[src/rtl/eeprom_spi_sequencer_if.sv]
// Command/completion handshake and AXI-Lite master channels between the EEPROM
// sequencer and its environment.
interface eeprom_spi_sequencer_if;
    // Handshake rule: a transfer happens on every clock edge where VALID and READY
    // are both high; VALID never waits on READY, and payload is stable while VALID is up.
    logic        CMD_VALID;
    logic        CMD_READY;
    logic        CMD_WRITE;
    logic [15:0] CMD_ADDR;
    logic [7:0]  CMD_WDATA;
    logic        DONE;
    logic [7:0]  RD_DATA;
    logic        ERROR;

    logic        AWVALID;
    logic        AWREADY;
    logic [31:0] AWADDR;
    logic        WVALID;
    logic        WREADY;
    logic [31:0] WDATA;
    logic        ARVALID;
    logic        ARREADY;
    logic [31:0] ARADDR;
    logic        RVALID;
    logic        RREADY;
    logic [31:0] RDATA;

    modport master (
        input  CMD_VALID, CMD_WRITE, CMD_ADDR, CMD_WDATA,
        output CMD_READY, DONE, RD_DATA, ERROR,
        output AWVALID, AWADDR, WVALID, WDATA, ARVALID, ARADDR, RREADY,
        input  AWREADY, WREADY, ARREADY, RVALID, RDATA
    );

    modport slave (
        output CMD_VALID, CMD_WRITE, CMD_ADDR, CMD_WDATA,
        input  CMD_READY, DONE, RD_DATA, ERROR,
        input  AWVALID, AWADDR, WVALID, WDATA, ARVALID, ARADDR, RREADY,
        output AWREADY, WREADY, ARREADY, RVALID, RDATA
    );
endinterface

[src/rtl/eeprom_spi_sequencer.sv]
// AXI-Lite master that drives the AXI-to-SPI peripheral through the full
// M25AA160C byte read / byte write framing, including WIP polling.
module eeprom_spi_sequencer #(
    parameter logic [31:0] BASE_ADDRESS  = 32'hFFFF0000,
    parameter logic [31:0] CMD_REG_VALUE = 32'h00000000,
    parameter int unsigned BUSY_BIT      = 0,
    parameter int unsigned END_BIT       = 8,
    parameter logic [15:0] POLL_LIMIT    = 16'd50000
) (
    input  logic                          ACLK,
    input  logic                          ARESETn,
    eeprom_spi_sequencer_if.master        bus,
    output logic [2:0]                    dbg_state_o
);
    localparam logic [31:0] RX_ADDR  = BASE_ADDRESS + 32'h0;
    localparam logic [31:0] ST_ADDR  = BASE_ADDRESS + 32'h4;
    localparam logic [31:0] CMD_ADDR = BASE_ADDRESS + 32'h8;
    localparam logic [31:0] TX_ADDR  = BASE_ADDRESS + 32'hC;

    typedef enum logic [2:0] {S_CFG, S_IDLE, S_TX, S_WAIT, S_DRAIN, S_FIN} state_e;
    typedef enum logic [1:0] {FR_WREN, FR_WRITE, FR_READ, FR_RDSR} frame_e;

    state_e      state_q, state_d;
    frame_e      frame_q, frame_d;
    logic [1:0]  idx_q, idx_d;
    logic        is_write_q, is_write_d;
    logic [15:0] addr_q, addr_d;
    logic [7:0]  wbyte_q, wbyte_d;
    logic [15:0] poll_cnt_q, poll_cnt_d;
    logic        err_q, err_d;
    logic [7:0]  last_rx_q, last_rx_d;
    logic [7:0]  rd_data_q, rd_data_d;
    logic        done_q, done_d;
    logic        error_q, error_d;
    logic        wr_busy_q, wr_busy_d;
    logic        aw_valid_q, aw_valid_d;
    logic        w_valid_q, w_valid_d;
    logic        aw_done_q, aw_done_d;
    logic        w_done_q, w_done_d;
    logic [31:0] awaddr_q, awaddr_d;
    logic [31:0] axi_wdata_q, axi_wdata_d;
    logic        rd_busy_q, rd_busy_d;
    logic        ar_valid_q, ar_valid_d;
    logic        r_ready_q, r_ready_d;
    logic [31:0] araddr_q, araddr_d;

    logic        aw_hs, w_hs, wr_done, rd_hs;
    logic        wr_start, rd_start;
    logic [31:0] wr_addr, wr_data, rd_addr;
    logic [7:0]  tx_byte;
    logic        tx_end;
    logic [1:0]  last_idx;
    logic [31:0] tx_word;
    logic        unused_rdata;

    assign aw_hs        = aw_valid_q & bus.AWREADY;
    assign w_hs         = w_valid_q & bus.WREADY;
    assign wr_done      = wr_busy_q & (aw_done_q | aw_hs) & (w_done_q | w_hs);
    assign rd_hs        = r_ready_q & bus.RVALID;
    assign unused_rdata = ^bus.RDATA[31:8];

    // Byte table for each SPI frame; the final byte carries the CS-release flag.
    always_comb begin
        tx_byte  = 8'h00;
        tx_end   = 1'b0;
        last_idx = 2'd3;
        case (frame_q)
            FR_WREN: begin
                tx_byte  = 8'h06;
                tx_end   = 1'b1;
                last_idx = 2'd0;
            end
            FR_WRITE, FR_READ: begin
                case (idx_q)
                    2'd0:    tx_byte = (frame_q == FR_WRITE) ? 8'h02 : 8'h03;
                    2'd1:    tx_byte = addr_q[15:8];
                    2'd2:    tx_byte = addr_q[7:0];
                    default: begin
                        tx_byte = (frame_q == FR_WRITE) ? wbyte_q : 8'h00;
                        tx_end  = 1'b1;
                    end
                endcase
            end
            default: begin
                last_idx = 2'd1;
                if (idx_q == 2'd0) begin
                    tx_byte = 8'h05;
                end else begin
                    tx_byte = 8'h00;
                    tx_end  = 1'b1;
                end
            end
        endcase
        tx_word          = 32'd0;
        tx_word[7:0]     = tx_byte;
        tx_word[END_BIT] = tx_end;
    end

    always_comb begin
        state_d     = state_q;
        frame_d     = frame_q;
        idx_d       = idx_q;
        is_write_d  = is_write_q;
        addr_d      = addr_q;
        wbyte_d     = wbyte_q;
        poll_cnt_d  = poll_cnt_q;
        err_d       = err_q;
        last_rx_d   = last_rx_q;
        rd_data_d   = rd_data_q;
        done_d      = 1'b0;
        error_d     = 1'b0;
        wr_busy_d   = wr_busy_q;
        aw_valid_d  = aw_valid_q;
        w_valid_d   = w_valid_q;
        aw_done_d   = aw_done_q;
        w_done_d    = w_done_q;
        awaddr_d    = awaddr_q;
        axi_wdata_d = axi_wdata_q;
        rd_busy_d   = rd_busy_q;
        ar_valid_d  = ar_valid_q;
        r_ready_d   = r_ready_q;
        araddr_d    = araddr_q;
        wr_start    = 1'b0;
        rd_start    = 1'b0;
        wr_addr     = TX_ADDR;
        wr_data     = tx_word;
        rd_addr     = ST_ADDR;

        // Each channel drops its VALID independently once its own handshake lands.
        if (aw_hs) begin
            aw_valid_d = 1'b0;
            aw_done_d  = 1'b1;
        end
        if (w_hs) begin
            w_valid_d = 1'b0;
            w_done_d  = 1'b1;
        end
        if (wr_done) wr_busy_d = 1'b0;
        if (ar_valid_q && bus.ARREADY) begin
            ar_valid_d = 1'b0;
            r_ready_d  = 1'b1;
        end
        if (rd_hs) begin
            r_ready_d = 1'b0;
            rd_busy_d = 1'b0;
        end

        case (state_q)
            S_CFG: begin
                if (!wr_busy_q) begin
                    wr_start = 1'b1;
                    wr_addr  = CMD_ADDR;
                    wr_data  = CMD_REG_VALUE;
                end else if (wr_done) begin
                    state_d = S_IDLE;
                end
            end
            S_IDLE: begin
                if (bus.CMD_VALID) begin
                    is_write_d = bus.CMD_WRITE;
                    addr_d     = bus.CMD_ADDR;
                    wbyte_d    = bus.CMD_WDATA;
                    poll_cnt_d = 16'd0;
                    err_d      = 1'b0;
                    idx_d      = 2'd0;
                    frame_d    = bus.CMD_WRITE ? FR_WREN : FR_READ;
                    state_d    = S_TX;
                end
            end
            S_TX: begin
                if (!wr_busy_q) begin
                    wr_start = 1'b1;
                end else if (wr_done) begin
                    if (idx_q == last_idx) begin
                        idx_d   = 2'd0;
                        state_d = S_WAIT;
                    end else begin
                        idx_d = idx_q + 2'd1;
                    end
                end
            end
            S_WAIT: begin
                if (!rd_busy_q) begin
                    rd_start = 1'b1;
                    rd_addr  = ST_ADDR;
                end else if (rd_hs && !bus.RDATA[BUSY_BIT]) begin
                    state_d = S_DRAIN;
                end
            end
            S_DRAIN: begin
                if (!rd_busy_q) begin
                    rd_start = 1'b1;
                    rd_addr  = RX_ADDR;
                end else if (rd_hs) begin
                    last_rx_d = bus.RDATA[7:0];
                    if (idx_q == last_idx) begin
                        idx_d = 2'd0;
                        case (frame_q)
                            FR_WREN: begin
                                frame_d = FR_WRITE;
                                state_d = S_TX;
                            end
                            FR_WRITE: begin
                                frame_d = FR_RDSR;
                                state_d = S_TX;
                            end
                            FR_RDSR: begin
                                if (bus.RDATA[0]) begin
                                    poll_cnt_d = poll_cnt_q + 16'd1;
                                    if (poll_cnt_q + 16'd1 >= POLL_LIMIT) begin
                                        err_d   = 1'b1;
                                        state_d = S_FIN;
                                    end else begin
                                        state_d = S_TX;
                                    end
                                end else begin
                                    state_d = S_FIN;
                                end
                            end
                            default: state_d = S_FIN;
                        endcase
                    end else begin
                        idx_d = idx_q + 2'd1;
                    end
                end
            end
            S_FIN: begin
                done_d  = 1'b1;
                error_d = err_q;
                if (!is_write_q) rd_data_d = last_rx_q;
                state_d = S_IDLE;
            end
            default: state_d = S_CFG;
        endcase

        if (wr_start) begin
            wr_busy_d   = 1'b1;
            aw_valid_d  = 1'b1;
            w_valid_d   = 1'b1;
            aw_done_d   = 1'b0;
            w_done_d    = 1'b0;
            awaddr_d    = wr_addr;
            axi_wdata_d = wr_data;
        end
        if (rd_start) begin
            rd_busy_d  = 1'b1;
            ar_valid_d = 1'b1;
            araddr_d   = rd_addr;
        end
    end

    always_ff @(posedge ACLK) begin
        if (!ARESETn) begin
            state_q     <= S_CFG;
            frame_q     <= FR_WREN;
            idx_q       <= 2'd0;
            is_write_q  <= 1'b0;
            addr_q      <= 16'd0;
            wbyte_q     <= 8'd0;
            poll_cnt_q  <= 16'd0;
            err_q       <= 1'b0;
            last_rx_q   <= 8'd0;
            rd_data_q   <= 8'd0;
            done_q      <= 1'b0;
            error_q     <= 1'b0;
            wr_busy_q   <= 1'b0;
            aw_valid_q  <= 1'b0;
            w_valid_q   <= 1'b0;
            aw_done_q   <= 1'b0;
            w_done_q    <= 1'b0;
            awaddr_q    <= 32'd0;
            axi_wdata_q <= 32'd0;
            rd_busy_q   <= 1'b0;
            ar_valid_q  <= 1'b0;
            r_ready_q   <= 1'b0;
            araddr_q    <= 32'd0;
        end else begin
            state_q     <= state_d;
            frame_q     <= frame_d;
            idx_q       <= idx_d;
            is_write_q  <= is_write_d;
            addr_q      <= addr_d;
            wbyte_q     <= wbyte_d;
            poll_cnt_q  <= poll_cnt_d;
            err_q       <= err_d;
            last_rx_q   <= last_rx_d;
            rd_data_q   <= rd_data_d;
            done_q      <= done_d;
            error_q     <= error_d;
            wr_busy_q   <= wr_busy_d;
            aw_valid_q  <= aw_valid_d;
            w_valid_q   <= w_valid_d;
            aw_done_q   <= aw_done_d;
            w_done_q    <= w_done_d;
            awaddr_q    <= awaddr_d;
            axi_wdata_q <= axi_wdata_d;
            rd_busy_q   <= rd_busy_d;
            ar_valid_q  <= ar_valid_d;
            r_ready_q   <= r_ready_d;
            araddr_q    <= araddr_d;
        end
    end

    assign bus.CMD_READY = (state_q == S_IDLE);
    assign bus.DONE      = done_q;
    assign bus.ERROR     = error_q;
    assign bus.RD_DATA   = rd_data_q;
    assign bus.AWVALID   = aw_valid_q;
    assign bus.AWADDR    = awaddr_q;
    assign bus.WVALID    = w_valid_q;
    assign bus.WDATA     = axi_wdata_q;
    assign bus.ARVALID   = ar_valid_q;
    assign bus.ARADDR    = araddr_q;
    assign bus.RREADY    = r_ready_q;
    assign dbg_state_o   = state_q;
endmodule

[src/flat_wrapper.sv]
// flat-port wrapper written by rule: the top's interface ports become plain ports
module eeprom_spi_sequencer_flat 
#(
    parameter logic [31:0] BASE_ADDRESS  = 32'hFFFF0000,
    parameter logic [31:0] CMD_REG_VALUE = 32'h00000000,
    parameter int unsigned BUSY_BIT      = 0,
    parameter int unsigned END_BIT       = 8,
    parameter logic [15:0] POLL_LIMIT    = 16'd50000
)
  (ACLK, ARESETn, dbg_state_o, bus_CMD_VALID, bus_CMD_WRITE, bus_CMD_ADDR, bus_CMD_WDATA, bus_CMD_READY, bus_DONE, bus_RD_DATA, bus_ERROR, bus_AWVALID, bus_AWADDR, bus_WVALID, bus_WDATA, bus_ARVALID, bus_ARADDR, bus_RREADY, bus_AWREADY, bus_WREADY, bus_ARREADY, bus_RVALID, bus_RDATA);
  eeprom_spi_sequencer_if bus_i ();
  input  logic ACLK;
  input  logic ARESETn;
  output logic [2:0] dbg_state_o;
  input wire logic [$bits(bus_i.CMD_VALID)-1:0] bus_CMD_VALID;
  input wire logic [$bits(bus_i.CMD_WRITE)-1:0] bus_CMD_WRITE;
  input wire logic [$bits(bus_i.CMD_ADDR)-1:0] bus_CMD_ADDR;
  input wire logic [$bits(bus_i.CMD_WDATA)-1:0] bus_CMD_WDATA;
  output wire logic [$bits(bus_i.CMD_READY)-1:0] bus_CMD_READY;
  output wire logic [$bits(bus_i.DONE)-1:0] bus_DONE;
  output wire logic [$bits(bus_i.RD_DATA)-1:0] bus_RD_DATA;
  output wire logic [$bits(bus_i.ERROR)-1:0] bus_ERROR;
  output wire logic [$bits(bus_i.AWVALID)-1:0] bus_AWVALID;
  output wire logic [$bits(bus_i.AWADDR)-1:0] bus_AWADDR;
  output wire logic [$bits(bus_i.WVALID)-1:0] bus_WVALID;
  output wire logic [$bits(bus_i.WDATA)-1:0] bus_WDATA;
  output wire logic [$bits(bus_i.ARVALID)-1:0] bus_ARVALID;
  output wire logic [$bits(bus_i.ARADDR)-1:0] bus_ARADDR;
  output wire logic [$bits(bus_i.RREADY)-1:0] bus_RREADY;
  input wire logic [$bits(bus_i.AWREADY)-1:0] bus_AWREADY;
  input wire logic [$bits(bus_i.WREADY)-1:0] bus_WREADY;
  input wire logic [$bits(bus_i.ARREADY)-1:0] bus_ARREADY;
  input wire logic [$bits(bus_i.RVALID)-1:0] bus_RVALID;
  input wire logic [$bits(bus_i.RDATA)-1:0] bus_RDATA;
  assign bus_i.CMD_VALID = bus_CMD_VALID;
  assign bus_i.CMD_WRITE = bus_CMD_WRITE;
  assign bus_i.CMD_ADDR = bus_CMD_ADDR;
  assign bus_i.CMD_WDATA = bus_CMD_WDATA;
  assign bus_CMD_READY = bus_i.CMD_READY;
  assign bus_DONE = bus_i.DONE;
  assign bus_RD_DATA = bus_i.RD_DATA;
  assign bus_ERROR = bus_i.ERROR;
  assign bus_AWVALID = bus_i.AWVALID;
  assign bus_AWADDR = bus_i.AWADDR;
  assign bus_WVALID = bus_i.WVALID;
  assign bus_WDATA = bus_i.WDATA;
  assign bus_ARVALID = bus_i.ARVALID;
  assign bus_ARADDR = bus_i.ARADDR;
  assign bus_RREADY = bus_i.RREADY;
  assign bus_i.AWREADY = bus_AWREADY;
  assign bus_i.WREADY = bus_WREADY;
  assign bus_i.ARREADY = bus_ARREADY;
  assign bus_i.RVALID = bus_RVALID;
  assign bus_i.RDATA = bus_RDATA;
  eeprom_spi_sequencer #(.BASE_ADDRESS(BASE_ADDRESS), .CMD_REG_VALUE(CMD_REG_VALUE), .BUSY_BIT(BUSY_BIT), .END_BIT(END_BIT), .POLL_LIMIT(POLL_LIMIT)) u_core (.ACLK(ACLK), .ARESETn(ARESETn), .bus(bus_i), .dbg_state_o(dbg_state_o));
endmodule
[config.mk]
export PLATFORM = sky130hd
export DESIGN_NAME = eeprom_spi_sequencer_flat
export DESIGN_NICKNAME = d
export VERILOG_FILES = /design/src/rtl/eeprom_spi_sequencer_if.sv /design/src/rtl/eeprom_spi_sequencer.sv /design/src/flat_wrapper.sv
export SDC_FILE = /design/constraint.sdc
export NUM_CORES = 1
export LEC_CHECK = 0
export BUFFER_PORTS_ARGS = -buffer_cell sky130_fd_sc_hd__buf_4
export CAP_MARGIN = 10
export CORE_MARGIN = 10
export CORE_UTILIZATION = 30
export DETAILED_ROUTE_END_ITERATION = 8
export PLACE_DENSITY = 0.61
export REMOVE_ABC_BUFFERS = 1
export SETUP_SLACK_MARGIN = 0.15
export SLEW_MARGIN = 20
export SYNTH_ARGS = -nofsm -noshare
export SYNTH_HDL_FRONTEND = slang
export SYNTH_SLANG_ARGS = --single-unit
[constraint.sdc]
create_clock -name ACLK -period 2.2 [get_ports ACLK]
set_input_delay 0.66 -clock ACLK [delete_from_list [all_inputs] [get_ports ACLK]]
set_output_delay 0.66 -clock ACLK [all_outputs]
set_load 0.05 [all_outputs]
==> metrics <==
M1 WL 5970 um; CTS tree built; via count 4000; Avg WL per Cell between 10 and 15 um; slowest CP cell or4b_1; IO Pins 178; Port Buf Inserts 101; Peak VDD IR between 0.0002 and 0.0003 V; Netlist cell types 64; Pre-antenna DRT Iters 4; global-route usage over all layers 0.116; worst reg2reg endpoint u_core.dbg_state_o[0]; CP peak stage delay 490 ps; Worst Setup Path Type register to register; share of cells above drive strength 1 0.307; Min-Delay Path Class register to register; Slew @ Worst Pin between 700 and 800 ps; Die ar. 21100 um2; Inst Count DP 876; Mapped Avg Cell Area roughly 8.2 um2; Post-synth EDFFs 0; vias in the first global route 3861; Mapped Area ~4700 um2; worst hold start u_core.bus.AWADDR[2]; Slew HR 0.525; routability cong. 0.872; hold_ws 444 ps; final setup vio count 0; Rows 45; Ys Warns 0; Clock Path Buffers 2; LEAKAGE 2.43 nW; max-slew violation count 0; RR Startpoint u_core.poll_cnt_q[1]; critical path's top delay family simple AND/OR/NAND/NOR gates; Post-DRT Antenna Nets 0; RSZ-0062 raised after global routing true; Via density roughly 4.4; height of the die 145 um; Clk Latency, worst-skew pair 350 ps; Post-Syn Instances 577; Clock Pin Slew Worst Setup and Hold Paths 60 ps; final core utilization 0.396; DR iter-0 viols approximately 280; reg2reg path depth 7; H-tree depth 3; DPL Wire Length 9480 um; CTS Sinks 88; Critical Path Sink Type register; sequential area share after synthesis 0.374; initial antenna violation count 0; gr ovfl total 0; uppermost layer routed met4; Fin. Hold Viols 0; Starting Density 0.308; met3 WL 627 um; DRC 0; fin crit share 0.972; Reg2Reg Setup Slack between 60 and 70 ps; total core area 15300 um2; Final Skew 6.07 ps; Overall Power 3.60 mW; CP Max Fanout 4; CTS Root Cell clkbuf_16; commonest non-fill, non-tap cell in the layout buf_4; commonest cells after routing, fill and taps aside buf_4, dfxtp_1, nand2_1, nor2_1, conb_1; area delta synth->final 28.5%; status finished clean; diodes inserted 0; Max-cap violations 0; WHS Endpoint u_core.bus.AWADDR[2]; metal2 WL roughly 6000 um; cells traversed along the worst timing path ha_4, or3b_1, or4_4, o211ai_2, a211oi_2, or4b_1, a21oi_2; CP bufs+invs 0; WP data required around 2500 ps; CTS buffer count 9; Final Non-Filler Cells 899; dominant synthesized flop cell dfxtp_1; Arr. time, crit path 2420 ps; Period minus WS final between 2000 and 2500 ps; Total Wirelength 12900 um; CP Launch Type register; #FFs+latches synth just under 90; largest net degree at the start of global routing 59; first-pass GRT wire length 20300 um; hold-critical path depth 2; Hold-fix buffers, CTS 0; PwrDens 593 nW/um2; Post-synth ARST share 0; Max Clk Rate 468 MHz; Die W 145 um; Nets between 700 and 800
## state kept, by name (all words and copies together) (netlist names), 3 cells and up
signal	count
u_core.dbg_state_o	3
u_core.last_rx_q	8
u_core.bus.WDATA	9
u_core.addr_q	16
u_core.poll_cnt_q	16
u_core.wbyte_q	8
u_core.bus.RD_DATA	8
## report_power, final
group          switching (mW)  leakage (nW)  total, mW  internal (mW)
clock                   0.617         0.139       1.47          0.857
combinational           0.395          1.58      0.506          0.111
sequential             0.0140         0.714       1.62           1.60
total                    1.03          2.43       3.60           2.57
## cell families (layout without fill, tap and decap cells)
family          count (synthesis)  in the layout  synth area share
xor+xnor                       17             17            0.0316
fa+ha+maj                       9              9            0.0239
buf+inv                       120            180             0.167
compound gates                109            109             0.146
flops                          88             88             0.374
mux                            19             19            0.0406
other cells                     1             52          0.000795
simple gates                  214            214             0.217
## cell usage after synthesis (3+ instances only)
library cell	count	share of area
a21oi_1	48	0.051
a22o_1	6	0.011
a22oi_1	6	0.0096
a31oi_1	3	0.0040
and2_1	4	0.0053
and3_1	3	0.0040
buf_1	3	0.0024
buf_4	85	0.14
clkbuf_1	15	0.012
dfxtp_1	88	0.37
ha_1	9	0.024
inv_1	12	0.0096
mux2i_1	18	0.038
nand2_1	75	0.060
nand3_1	22	0.023
nand4_1	4	0.0053
nor2_1	57	0.045
nor3_1	13	0.014
nor4_1	8	0.011
o21ai_0	20	0.021
o31ai_1	3	0.0048
or3_1	5	0.0066
or3_2	3	0.0048
xnor2_1	7	0.013
xor2_1	10	0.019
## through the flow
| step | instance area [um2] | TNS, ps | setup slack (ps) |
|---|---|---|---|
| finish | 6060 | 0 | 61.4 |
| global route | 6060 | -52.3 | -52.3 |
| CTS | 5900 | 0 | 65.6 |
| detailed placement | 5510 | -148 | -51.7 |
| global placement | 5510 | -143 | -56.6 |
| floorplan | 4170 | -179760 | -4220 |
## layout make-up
class / count / area, um2
Clock inverter: 2 / 12.5
Clock buffer: 14 / 274
Timing Repair Buffer: 151 / 1140
Sequential cell: 88 / 1770
Tap cell: 211 / 264
Multi-Input combinational cell: 420 / 2550
Inverter: 13 / 48.8
Fill cell: 1609 / 9250
## repair_timing
action / in CTS / in global routing
setup endpoints to repair: 10 / 24
resized for setup: 15 / 30
setup buffers: 3 / 3
gates cloned: 0 / 1
pin swaps: 8 / 7
## worst max-delay path by stage
stage / slack (ps) / end / cells after the start / from
6_report: 60 / u_core.dbg_state_o[0] / 7 / u_core.poll_cnt_q[1]
3_5_place_dp: -50 / u_core.idx_q[1] / 7 / bus_AWREADY
3_3_place_gp: -60 / u_core.idx_q[1] / 7 / bus_AWREADY
2_1_floorplan: -4220 / bus_AWADDR[16] / 0 / u_core.bus.AWADDR[30]
4_1_cts: 70 / u_core.dbg_state_o[0] / 7 / u_core.poll_cnt_q[1]
5_1_grt: -50 / u_core.dbg_state_o[0] / 7 / u_core.poll_cnt_q[0]
## worst reg2reg max path, delay by kind of cell, from the launching register on
kind	cells	cell delay, ps
AND/OR/NAND/NOR	3	1230
adder cells (fa/ha/maj)	1	160
AO/OA/AOI/OAI	3	350
flip-flops	1	330
## routing by layer
layer | vias to the layer above | GRT usage
met4 | 0 | 0.0430
met5 | - | 0
li1 | 2063 | -
met2 | 91 | 0.185
met3 | 15 | 0.0329
met1 | 1831 | 0.146
No activity file was read; power rests on OpenSTA's default activity.
